$ cat config.mk
export PLATFORM = sky130hd
export DESIGN_NAME = regfile_wb_arbiter
export DESIGN_NICKNAME = d
export VERILOG_FILES = /design/src/rtl/regfile_wb_arbiter.sv
export SDC_FILE = /design/constraint.sdc
export NUM_CORES = 1
export LEC_CHECK = 0
export BUFFER_PORTS_ARGS = -buffer_cell sky130_fd_sc_hd__buf_2
export CAP_MARGIN = 0
export CORE_ASPECT_RATIO = 0.5
export CORE_MARGIN = 2
export CORE_UTILIZATION = 48
export CTS_CLUSTER_DIAMETER = 100
export DETAILED_ROUTE_END_ITERATION = 6
export PLACE_DENSITY = 0.81
export SYNTH_ARGS = -nofsm -noshare
export SYNTH_HDL_FRONTEND = slang
export SYNTH_SLANG_ARGS = --single-unit
$ cat constraint.sdc
create_clock -name clk_i -period 2.3 [get_ports clk_i]
set_input_delay 0.23 -clock clk_i [delete_from_list [all_inputs] [get_ports clk_i]]
set_output_delay 0.23 -clock clk_i [all_outputs]
set_load 0.05 [all_outputs]
$ cat src/rtl/regfile_wb_arbiter.sv
// Two-requester (ALU/LSU) round-robin writeback arbiter in front of the register file,
// with a per-register pending-write scoreboard and a sticky unexpected-writeback flag.
module regfile_wb_arbiter #(
  parameter int unsigned DATA_WIDTH       = 32,
  parameter int unsigned REGISTERS_NUMBER = 32,
  parameter int unsigned ADDR_BUS_WIDTH   = 5
) (
  input  logic                        clk_i,
  input  logic                        reset_i,
  input  logic                        alu_valid_i,
  input  logic [ADDR_BUS_WIDTH-1:0]   alu_addr_i,
  input  logic [DATA_WIDTH-1:0]       alu_data_i,
  output logic                        alu_ready_o,
  input  logic                        lsu_valid_i,
  input  logic [ADDR_BUS_WIDTH-1:0]   lsu_addr_i,
  input  logic [DATA_WIDTH-1:0]       lsu_data_i,
  output logic                        lsu_ready_o,
  input  logic                        issue_en_i,
  input  logic [ADDR_BUS_WIDTH-1:0]   issue_addr_i,
  output logic                        rf_write_en_o,
  output logic [ADDR_BUS_WIDTH-1:0]   rf_write_addr_o,
  output logic [DATA_WIDTH-1:0]       rf_write_data_o,
  output logic [REGISTERS_NUMBER-1:0] busy_o,
  output logic                        conflict_o
);

  localparam logic GRANT_ALU = 1'b0;
  localparam logic GRANT_LSU = 1'b1;

  logic                        last_grant;
  logic [REGISTERS_NUMBER-1:0] busy_q;
  logic [REGISTERS_NUMBER-1:0] busy_nxt_c;
  logic                        alu_grant_c;
  logic                        lsu_grant_c;
  logic                        wb_fire_c;
  logic                        wb_live_c;
  logic                        wb_busy_c;
  logic [ADDR_BUS_WIDTH-1:0]   wb_addr_c;
  logic [DATA_WIDTH-1:0]       wb_data_c;

  // Round-robin grant: on contention the requester that did not win last goes next.
  always_comb begin
    alu_grant_c = 1'b0;
    lsu_grant_c = 1'b0;
    if (reset_i) begin
      if (alu_valid_i && lsu_valid_i) begin
        alu_grant_c = (last_grant == GRANT_LSU);
        lsu_grant_c = (last_grant == GRANT_ALU);
      end else begin
        alu_grant_c = alu_valid_i;
        lsu_grant_c = lsu_valid_i;
      end
    end
  end

  assign alu_ready_o = alu_grant_c;
  assign lsu_ready_o = lsu_grant_c;

  assign wb_fire_c = alu_grant_c | lsu_grant_c;
  assign wb_addr_c = lsu_grant_c ? lsu_addr_i : alu_addr_i;
  assign wb_data_c = lsu_grant_c ? lsu_data_i : alu_data_i;
  // Register 0 is hardwired: accepted but never written or tracked.
  assign wb_live_c = wb_fire_c && (wb_addr_c != '0);

  // Scoreboard next state: writeback clears, issue sets, and set wins on a collision.
  always_comb begin
    busy_nxt_c = busy_q;
    wb_busy_c  = 1'b0;
    for (int unsigned i = 1; i < REGISTERS_NUMBER; i++) begin
      if (wb_addr_c == ADDR_BUS_WIDTH'(i)) begin
        wb_busy_c = wb_busy_c | busy_q[i];
        if (wb_live_c) begin
          busy_nxt_c[i] = 1'b0;
        end
      end
      if (issue_en_i && (issue_addr_i == ADDR_BUS_WIDTH'(i))) begin
        busy_nxt_c[i] = 1'b1;
      end
    end
    busy_nxt_c[0] = 1'b0;
  end

  always_ff @(posedge clk_i) begin
    if (!reset_i) begin
      last_grant      <= GRANT_LSU;
      rf_write_en_o   <= 1'b0;
      rf_write_addr_o <= '0;
      rf_write_data_o <= '0;
      busy_q          <= '0;
      conflict_o      <= 1'b0;
    end else begin
      if (wb_fire_c) begin
        last_grant <= lsu_grant_c ? GRANT_LSU : GRANT_ALU;
      end
      rf_write_en_o <= wb_live_c;
      if (wb_live_c) begin
        rf_write_addr_o <= wb_addr_c;
        rf_write_data_o <= wb_data_c;
      end
      busy_q <= busy_nxt_c;
      if (wb_live_c && !wb_busy_c) begin
        conflict_o <= 1'b1;
      end
    end
  end

  assign busy_o = busy_q;

endmodule

==> reports/qor.txt, run 1 <==
outcome: completed
Setup TNS Final: 0 ns
vias per cell: 5.55
share of layout cells above drive strength 1: 33.8%
largest net degree at the start of global routing: 74
design internal power: 2.41 mW
Nets: 719
Worst Setup End Kind: flop
Detailed Routing Iterations Pass 1: 5
adder-cell share of the synthesized area: 0%
antenna violations before repair: 0
ant diodes: 0
CP max stage cell: mux2i_2
wire per inst: 15.4 µm
CP peak stage delay: 0.36 ns
global-route usage over all layers: 26.7%
Synth Area in Simple Gates: 26.0%
Placer Congestion: 0.972
total gr overflow: 0
worst setup margin: 0.189 ns
Post-Syn Area: 0.00377 mm²
Pwr per Cell Area: 700 mW/mm²
worst path cell trace: nand2_2 > nand3_2 > buf_4 > mux2i_2 > buf_4 > nand4_1 > o311ai_1 > nor4_1 > a32o_1
Multi-input gate area: 0.00214 mm²
I/O pin total: 157
Syn Area/Cell: 7.77 µm²
Peak supply drop: 0.378 mV
Post-Synthesis Cells: 485
Slew @ Worst Pin: 0.568 ns
top_reg_cell synth: dfxtp_1
Starting Density: 50.5%
CP required: 2.52 ns
f_max: 0.474 GHz
commonest non-fill, non-tap cell in the layout: buf_2
Fin. Hold Viols: 0
largest family of logic cells by synthesized area: simple AND/OR/NAND/NOR gates
CTS Hold Bufs: 0
Final min period: 2.11 ns
CP Max Fanout: 16
Hold Path Class: input port to flop
DIE WIDTH: 129 µm
die area: 0.00862 mm²
Final setup viols: 0
Setup CP Type: flop to flop
CTS H-tree lvls: 3
Psw: 1.05 mW
first-pass GRT wire length: 17800 µm
via count: 4145
number of synthesized flops with an enable pin: 0
Row Count: 22
post-DP HPWL: 8520 µm
critical path startpoint category: flop
PortBufs: 155
Synth cell types: 55
CTS tree: built
post-synthesis xor/xnor area fraction: 0%
Sw Ratio: 30.4%
register area share after synthesis: 37.7%
Logic pwr share: 21.6%
Post-CTS Setup Repair Bufs: 0
Synth Net Count: 569
post-route ant nets: 0
commonest cells after routing, fill and taps aside: buf_2 (155), nand2_1 (93), dfxtp_1 (71)
P&R area growth vs syn: 31.2%
max-slew violations: 0
Max transition margin: 62.1%
core area: 0.00746 mm²
storage element area: 0.00142 mm²
post-synthesis register bit count: 71
clock sinks: 71
complex-gate fraction of the synthesized area: 24.6%
leakage power: 2.22 nW
Worst EP arrival: 2.33 ns
RSZ-0062 raised after global routing: no
ys async rst share: 0%
DR DRC count: 0
final WL: 11500 µm
sequential share of power: 38.4%
clk_lat worst skew: 0.33 ns
Iter 0 DRT Violations: 280
most frequent CP cell: buf_4
height of the die: 66.7 µm
mux contribution to synthesized area: 6.11%
clock-pin slew on the worst setup and hold paths: 0.06 ns
CTS Buffer Depth: 2
Clk pwr share: 40.0%
clk_skew: 0.00503 ns
Final period util: 91.8%
Place WS: 0.223 ns
number of global-route vias before repair: 3669
post-CTS sizing: 0
CTS root buf: clkbuf_16
synth warn: 0
Max-Cap Viols: 0
fill count: 676
total CTS buffers: 9
## metal layers
layer / part of all wire [%] / routed length, µm / up-vias / track usage (%)
met5: 0 / 0 / - / 0
met4: 1.8 / 202 / 0 / 9.78
met3: 7.8 / 896 / 19 / 7.07
met2: 46 / 5310 / 206 / 43.6
met1: 44 / 5120 / 1893 / 34.2
li1: - / - / 2027 / -
## sequential cells by signal (all words and copies together), names as in the netlist
| register | flops |
|---|---|
| rf_write_en_o | 1 |
| last_grant | 1 |
| rf_write_data_o | 32 |
| busy_o | 31 |
| rf_write_addr_o | 5 |
| conflict_o | 1 |
## final timing paths
kind	start	endpoint	slack (ns)	depth (start not counted)
setup / recovery	last_grant$_SDFFE_PN1P_	conflict_o$_SDFFE_PN0P_	0.19	9
hold / removal	lsu_data_i[1]	rf_write_data_o[1]$_SDFFE_PN0P_	0.16	3
setup reg to reg	last_grant$_SDFFE_PN1P_	conflict_o$_SDFFE_PN0P_	0.19	9
hold reg to reg	rf_write_data_o[17]$_SDFFE_PN0P_	rf_write_data_o[17]$_SDFFE_PN0P_	0.49	2
## Yosys cell counts (2+ instances only)
master    count  share of area [%]
clkbuf_1     15                1.5
a21boi_1      4               0.80
dfxtp_1      71                 38
inv_1         7               0.70
nor3_1       11                1.5
nor2b_1       6                1.0
a311oi_1     39                9.1
nand2b_1     13                2.2
and3_1        3               0.50
nand4_1       4               0.66
mux2i_1      10                2.7
a22oi_1       5                1.0
mux2_2        5                1.5
a21boi_0      5                1.0
nand2_1      93                9.3
o21ai_0      22                2.9
or3_1         2               0.33
buf_2         9                1.2
nor2_1       53                5.3
o21ai_1      15                2.0
or2_2        14                2.3
buf_6         2               0.60
buf_4         6                1.2
mux2i_4       2                1.2
nand3_1       8                1.1
a21oi_1      27                3.6
a31oi_1       6                1.0
## area by class of cell
class	instances	area share [%]
clock buffers	11	5.11
well taps	108	2.73
repair buffers	172	18.5
flip-flops and latches	71	28.7
inverters	9	0.734
multi-input cells	372	43.2
clock inverters	4	0.911
## power groups by stage
stage	clock, mW	combinational [mW]	sequential, mW
6_report	1.38	0.747	1.33
5_1_grt	1.47	0.799	1.34
4_1_cts	1.41	0.744	1.33
3_3_place_gp	0	0.739	1.35
2_1_floorplan	0	0.295	1.58
3_5_place_dp	0	0.741	1.36
## stage by stage
| stage | std cells | power [mW] | hold WS [ns] | area (µm²) | utilization (%) |
|---|---|---|---|---|---|
| 3_3_place_gp | 732 | 2.09 | 0.481 | 4650 | 62.3 |
| 2_1_floorplan | 485 | 1.87 | 0.378 | 3770 | - |
| 6_report | 747 | 3.46 | 0.160 | 4940 | 66.3 |
| 4_1_cts | 747 | 3.48 | 0.148 | 4940 | 66.3 |
| 5_1_grt | 747 | 3.60 | 0.163 | 4940 | 66.3 |
| 3_5_place_dp | 732 | 2.10 | 0.488 | 4650 | 62.3 |
## critical path, delay by kind of cell (launching register included)
| kind | cells | cell delay, ns |
|---|---|---|
| compound gates | 2 | 0.36 |
| buf+inv | 2 | 0.49 |
| simple gates | 4 | 0.44 |
| mux | 1 | 0.36 |
| flops | 1 | 0.35 |
## logic make-up after synthesis
kind of cell    after synthesis
other cells                   1
flops                        71
buf+inv                      42
mux                          19
simple gates                216
compound gates              136
Power figures use the tool's default switching activity.
==> inputs of run 2 (changes only) <==
--- a/config.mk
+++ b/config.mk
@@ -5,14 +5,16 @@
 export SDC_FILE = /design/constraint.sdc
 export NUM_CORES = 1
 export LEC_CHECK = 0
+export ABC_CLOCK_PERIOD_IN_PS = 2300
 export BUFFER_PORTS_ARGS = -buffer_cell sky130_fd_sc_hd__buf_2
 export CAP_MARGIN = 0
 export CORE_ASPECT_RATIO = 0.5
 export CORE_MARGIN = 2
-export CORE_UTILIZATION = 48
+export CORE_UTILIZATION = 50
+export CTS_BUF_LIST = sky130_fd_sc_hd__clkbuf_4
 export CTS_CLUSTER_DIAMETER = 100
 export DETAILED_ROUTE_END_ITERATION = 6
-export PLACE_DENSITY = 0.81
+export PLACE_DENSITY = 0.84
 export SYNTH_ARGS = -nofsm -noshare
 export SYNTH_HDL_FRONTEND = slang
 export SYNTH_SLANG_ARGS = --single-unit
==> run 2 against run 1 <==
  * Clock power decreased by 33%
  * Power decreased by 13%
  * Die area decreased by 3.8%
  * Combinational power increased by 2%
  * First-iteration DRC count increased by 6.1%
  * Global-route usage increased by 1.9 points
  * Clock-buffer cell count decreased by 1
  * Critical path type unchanged
==> reports/qor.txt, run 2 (synthesis results as in run 1) <==
commonest non-fill, non-tap cell in the layout: buf_2
I/O pin total: 157
Hold Path Class: input port to flop
CTS root buf: clkbuf_4
P&R area growth vs syn: 28.5%
clock sinks: 71
Placed Instances: 721
post-DP HPWL: 8660 µm
fill count: 668
CTS H-tree lvls: 3
CP required: 2.64 ns
Multi-input gate area: 0.00215 mm²
Final min period: 2.11 ns
post-route design area: 0.00484 mm²
largest net degree at the start of global routing: 74
CTS Buffer Depth: 2
DIE WIDTH: 127 µm
critical path startpoint category: flop
Starting Density: 51.5%
Slew @ Worst Pin: 0.656 ns
CTS tree: built
Max transition margin: 56.3%
Post-CTS Setup Repair Bufs: 0
final WL: 12000 µm
total gr overflow: 0
DR DRC count: 0
hold depth: 3
PortBufs: 155
total CTS buffers: 9
FF-to-FF path depth: 9
ant diodes: 0
GR Util met1: 38.1%
max FFs per register: 32
share of layout cells above drive strength 1: 33.8%
Worst Setup End Kind: flop
flop2flop setup slack: 0.19 ns
Detailed Routing Iterations Pass 1: 6
Placer Congestion: 0.979
Setup TNS Final: 0 ns
global-route usage over all layers: 28.6%
Worst EP arrival: 2.45 ns
storage element area: 0.00142 mm²
vias per cell: 5.71
Total Power: 3.02 mW
Final setup viols: 0
GR Layer Usage met3: 7.33%
Final period util: 91.6%
Nets: 721
core area: 0.00732 mm²
leakage power: 2.17 nW
clk_lat worst skew: 0.44 ns
via count: 4211
DP Area: 0.00465 mm²
Place WS: 0.0906 ns
outcome: completed
die area: 0.00829 mm²
CTS Hold Bufs: 0
Pwr per Cell Area: 624 mW/mm²
Row Count: 22
final non-filler cell total: 738
worst setup margin: 0.194 ns
Setup CP Type: flop to flop
CP Max Fanout: 37
first-pass GRT wire length: 18700 µm
grt met2 use: 46.4%
RSZ-0062 raised after global routing: no
antenna violations before repair: 0
max-slew violations: 0
clock-pin slew on the worst setup and hold paths: 0.12 ns
height of the die: 65.4 µm
GR peak layer: met2
commonest cells after routing, fill and taps aside: buf_2 (155), nand2_1 (93), dfxtp_1 (71)
post-route ant nets: 0
f_max: 0.475 GHz
Peak supply drop: 0.335 mV
clk_skew: 0.0108 ns
Fin. Hold Viols: 0
Iter 0 DRT Violations: 297
Max-Cap Viols: 0
wire per inst: 16.3 µm
Largest Register: rf_write_data_o
number of global-route vias before repair: 3764
[run 2: changes by cell type in the layout (fill, tap and decap cells not counted), moves of 2 or more]
| cell | previous run | this run |
|---|---|---|
| clkinv_1 | 0 | 2 |
| clkinv_2 | 3 | 0 |
| clkbuf_8 | 2 | 0 |
| clkbuf_4 | 0 | 10 |
| clkbuf_16 | 9 | 1 |
[run 2: worst paths after layout]
| kind | to | from |
|---|---|---|
| min | rf_write_data_o[7]$_SDFFE_PN0P_ | lsu_data_i[7] |
| min reg2reg | busy_o[30]$_SDFFE_PN0P_ | busy_o[30]$_SDFFE_PN0P_ |
| max | rf_write_data_o[21]$_SDFFE_PN0P_ | last_grant$_SDFFE_PN1P_ |
| max reg2reg | rf_write_data_o[21]$_SDFFE_PN0P_ | last_grant$_SDFFE_PN1P_ |
[run 2: layer usage]
metal  vias up  wire length [µm]
met4         0               266
met2       210              5400
met1      1927              5290
met3        38              1060
met5         -                 0
li1       2036                 -
[run 2: metrics by stage]
step,util [%],hold WS [ns]
3_5_place_dp,63.5,0.481
3_3_place_gp,63.5,0.474
6_report,66.1,0.0335
2_1_floorplan,-,0.378
4_1_cts,65.7,0.0247
5_1_grt,66.1,0.0141
[run 2: what timing repair did]
action / in CTS / in global routing
setup endpoints to repair: 0 / 23
gates resized for setup: 0 / 1
hold endpoints to repair: 0 / 0
[run 2: layout make-up]
| class | count | share of cell area (%) |
|---|---|---|
| Clock buffer | 10 | 1.55 |
| Inverter | 9 | 0.749 |
| Tap cell | 96 | 2.48 |
| Timing Repair Buffer | 174 | 19.8 |
| Clock inverter | 6 | 1.73 |
| Sequential cell | 71 | 29.3 |
| Multi-Input combinational cell | 372 | 44.3 |
[run 2: critical path: stages (launching register included)]
cell and delay, ns:
dfxtp_1 0.35, nand2_2 0.12, nand3_4 0.18, buf_12 0.20
mux2i_4 0.18, buf_4 0.16, a21oi_4 0.24, buf_12 0.23
nor2_1 0.06, a311oi_1 0.26
[run 2: power by group]
group	total (mW)	internal [mW]	switching, mW
combinational	0.764	0.235	0.530
sequential	1.33	1.30	0.0334
clock	0.929	0.450	0.480
==> inputs of run 3 (changes only) <==
--- a/config.mk
+++ b/config.mk
@@ -5,16 +5,17 @@
 export SDC_FILE = /design/constraint.sdc
 export NUM_CORES = 1
 export LEC_CHECK = 0
+export ABC_AREA = 1
 export ABC_CLOCK_PERIOD_IN_PS = 2300
 export BUFFER_PORTS_ARGS = -buffer_cell sky130_fd_sc_hd__buf_2
 export CAP_MARGIN = 0
 export CORE_ASPECT_RATIO = 0.5
 export CORE_MARGIN = 2
-export CORE_UTILIZATION = 50
+export CORE_UTILIZATION = 49
 export CTS_BUF_LIST = sky130_fd_sc_hd__clkbuf_4
 export CTS_CLUSTER_DIAMETER = 100
 export DETAILED_ROUTE_END_ITERATION = 6
-export PLACE_DENSITY = 0.84
+export PLACE_DENSITY = 0.83
 export SYNTH_ARGS = -nofsm -noshare
 export SYNTH_HDL_FRONTEND = slang
 export SYNTH_SLANG_ARGS = --single-unit
==> run 3 against run 2 <==
  * Cell count rose by 6.1%
  * Sequential share of layout area rose by 1.9 points
  * Synthesized area fell by 4.6%
  * Clock-buffer cell count did not move
  * Utilization barely moved
  * Flip-flop and latch count did not move
  * Global-route usage fell by 2.1 points
  * Synthesized cell count rose by 12%
  * Critical path depth fell by 4
  * Routed wire length fell by 9.7%
  * Critical path type is now flop to output pin
  * Cell area fell by 6.0%
  * Hold slack improved by 0.0086 ns
==> reports/qor.txt, run 3 <==
vias per cell: 5.33
Peak supply drop: 0.382 mV
largest net degree at the start of global routing: 41
CTS H-tree lvls: 3
Synth cell types: 30
Pwr per Cell Area: 675 mW/mm²
share of layout cells above drive strength 1: 29.5%
CTS Hold Bufs: 0
CP required: 2.07 ns
first-pass GRT wire length: 17200 µm
FF-to-FF path depth: 14
Placer Congestion: 0.992
Worst Setup End Kind: output pin
clk_lat worst skew: 0.43 ns
post-DP HPWL: 7900 µm
Nets: 771
leakage power: 2.21 nW
critical path startpoint category: flop
PortBufs: 155
f_max: 0.471 GHz
Synth top area share: 39.6%
Max-Cap Viols: 0
die area: 0.00808 mm²
storage element area: 0.00142 mm²
Hold Path Class: input port to flop
Setup CP Type: flop to output pin
Iter 0 DRT Violations: 453
clk_skew: 0.0120 ns
Syn Area/Cell: 6.63 µm²
ys async rst share: 0%
post-route ant nets: 0
global-route usage over all layers: 26.5%
fill count: 655
DR DRC count: 0
CTS root buf: clkbuf_4
Fin. Hold Viols: 0
outcome: completed
RSZ-0062 raised after global routing: no
flop2flop setup slack: 0.25 ns
wire per inst: 13.9 µm
commonest non-fill, non-tap cell in the layout: nand2_1
I/O pin total: 157
Slew @ Worst Pin: 0.588 ns
Detailed Routing Iterations Pass 1: 5
Synth area leader: dfxtp_1
core area: 0.00688 mm²
post-synthesis register bit count: 71
Worst Setup SP: last_grant$_SDFFE_PN1P_
post-route design area: 0.00455 mm²
most common cell in the synthesized netlist: nand2_1
max-slew violations: 0
Placed Instances: 768
clock-pin slew on the worst setup and hold paths: 0.11 ns
Max transition margin: 60.8%
Starting Density: 52.2%
antenna violations before repair: 0
clock sinks: 71
number of synthesized flops with an enable pin: 0
Synth Net Count: 626
CP max stage cell: dfxtp_1
Worst Path Buf+Inv: 3
reg-to-reg startpoint: last_grant$_SDFFE_PN1P_
Final min period: 2.12 ns
commonest cells after routing, fill and taps aside: nand2_1 (177), buf_2 (155), dfxtp_1 (71)
CP Capture Point: lsu_ready_o
worst r2r dst: conflict_o$_SDFFE_PN0P_
Post-Synthesis Cells: 542
final WL: 10800 µm
Final setup viols: 0
number of global-route vias before repair: 3643
total gr overflow: 0
Synth area leaders: dfxtp_1 (40%), nand2_1 (18%), nand3_1 (6.3%), a31oi_1 (5.6%), nor2_1 (5.3%)
height of the die: 64.6 µm
DP Area: 0.00440 mm²
CP peak stage delay: 0.33 ns
CTS tree: built
top_reg_cell synth: dfxtp_1
Setup TNS Final: 0 ns
Post-Syn Area: 0.00359 mm²
Row Count: 21
Post-synth top cells: nand2_1 (177), dfxtp_1 (71), nor2_1 (51)
CTS Buffer Depth: 2
total CTS buffers: 9
number of stages on the worst setup path: 5
CP Max Fanout: 24
Final period util: 92.4%
DIE WIDTH: 125 µm
worst path cell trace: nand2_2 > inv_2 > nor2_4 > buf_4 > buf_2
P&R area growth vs syn: 26.7%
Post-CTS Setup Repair Bufs: 0
via count: 4171
synth warn: 0
max FFs per register: 32
post-CTS sizing: 0
crit-path leading delay family: buffers and inverters
Largest Register: rf_write_data_o
Multi-input gate area: 0.00193 mm²
Worst EP arrival: 1.89 ns
final non-filler cell total: 783
register area share after synthesis: 39.6%
ant diodes: 0
-- run 3: cell count changes after synthesis, moves of 12 or more --
cell	delta
a311oi_1	-39
a31oi_1	+26
nand2_1	+84
nand2b_1	-13
nand3_1	+37
or2_2	-12
-- run 3: area by class of cell --
class,count,area share [%]
repair buffers,166,18.9
well taps,92,2.53
clock inverters,5,1.62
clock buffers,10,1.65
flip-flops and latches,71,31.2
multi-input cells,419,42.4
inverters,20,1.76
-- run 3: kinds of logic after synthesis --
logic type | Yosys count | synth area share [%]
other | 1 | 0.104
buffers and inverters | 52 | 6.79
DFF | 71 | 39.6
AOI/OAI and AO/OA | 123 | 19.1
and+or+nand+nor | 295 | 34.4
-- run 3: worst min-delay path by stage --
stage / start / to / slack [ns] / cells past startpoint
finish: alu_data_i[30] / rf_write_data_o[30]$_SDFFE_PN0P_ / 0.04 / 3
global route: lsu_data_i[4] / rf_write_data_o[4]$_SDFFE_PN0P_ / 0.03 / 3
CTS: alu_data_i[3] / rf_write_data_o[3]$_SDFFE_PN0P_ / 0.009 / 3
detailed placement: conflict_o$_SDFFE_PN0P_ / conflict_o$_SDFFE_PN0P_ / 0.46 / 2
global placement: rf_write_addr_o[4]$_SDFFE_PN0P_ / rf_write_addr_o[4]$_SDFFE_PN0P_ / 0.46 / 2
floorplan: alu_data_i[1] / rf_write_data_o[1]$_SDFFE_PN0P_ / 0.39 / 2
-- run 3: worst min-delay path, cell delays in order --
cell and delay, ns:
buf_2 0.09, nand2_1 0.05, a31oi_1 0.07
-- run 3: per-layer routing --
layer	share of wire [%]	track usage, %
met5	0	0
met4	1.3	8.19
met3	9.1	8.67
met1	44	33.8
met2	46	43.2
-- run 3: per-stage QoR --
step	utilization, %	setup WS, ns	power (mW)	hold slack, ns
3_3_place_gp	64.0	0.289	2.21	0.457
4_1_cts	66.1	0.138	3.08	0.00946
5_1_grt	66.1	0.0148	3.21	0.0254
2_1_floorplan	-	0.541	1.99	0.389
3_5_place_dp	64.0	0.242	2.22	0.460
6_report	66.1	0.176	3.07	0.0420
-- run 3: power by group --
| group | total, mW | switching (mW) | internal, mW |
|---|---|---|---|
| Combinational | 0.841 | 0.627 | 0.214 |
| Clock | 0.879 | 0.438 | 0.440 |
| Sequential | 1.35 | 0.0408 | 1.31 |
| Total | 3.07 | 1.11 | 1.97 |
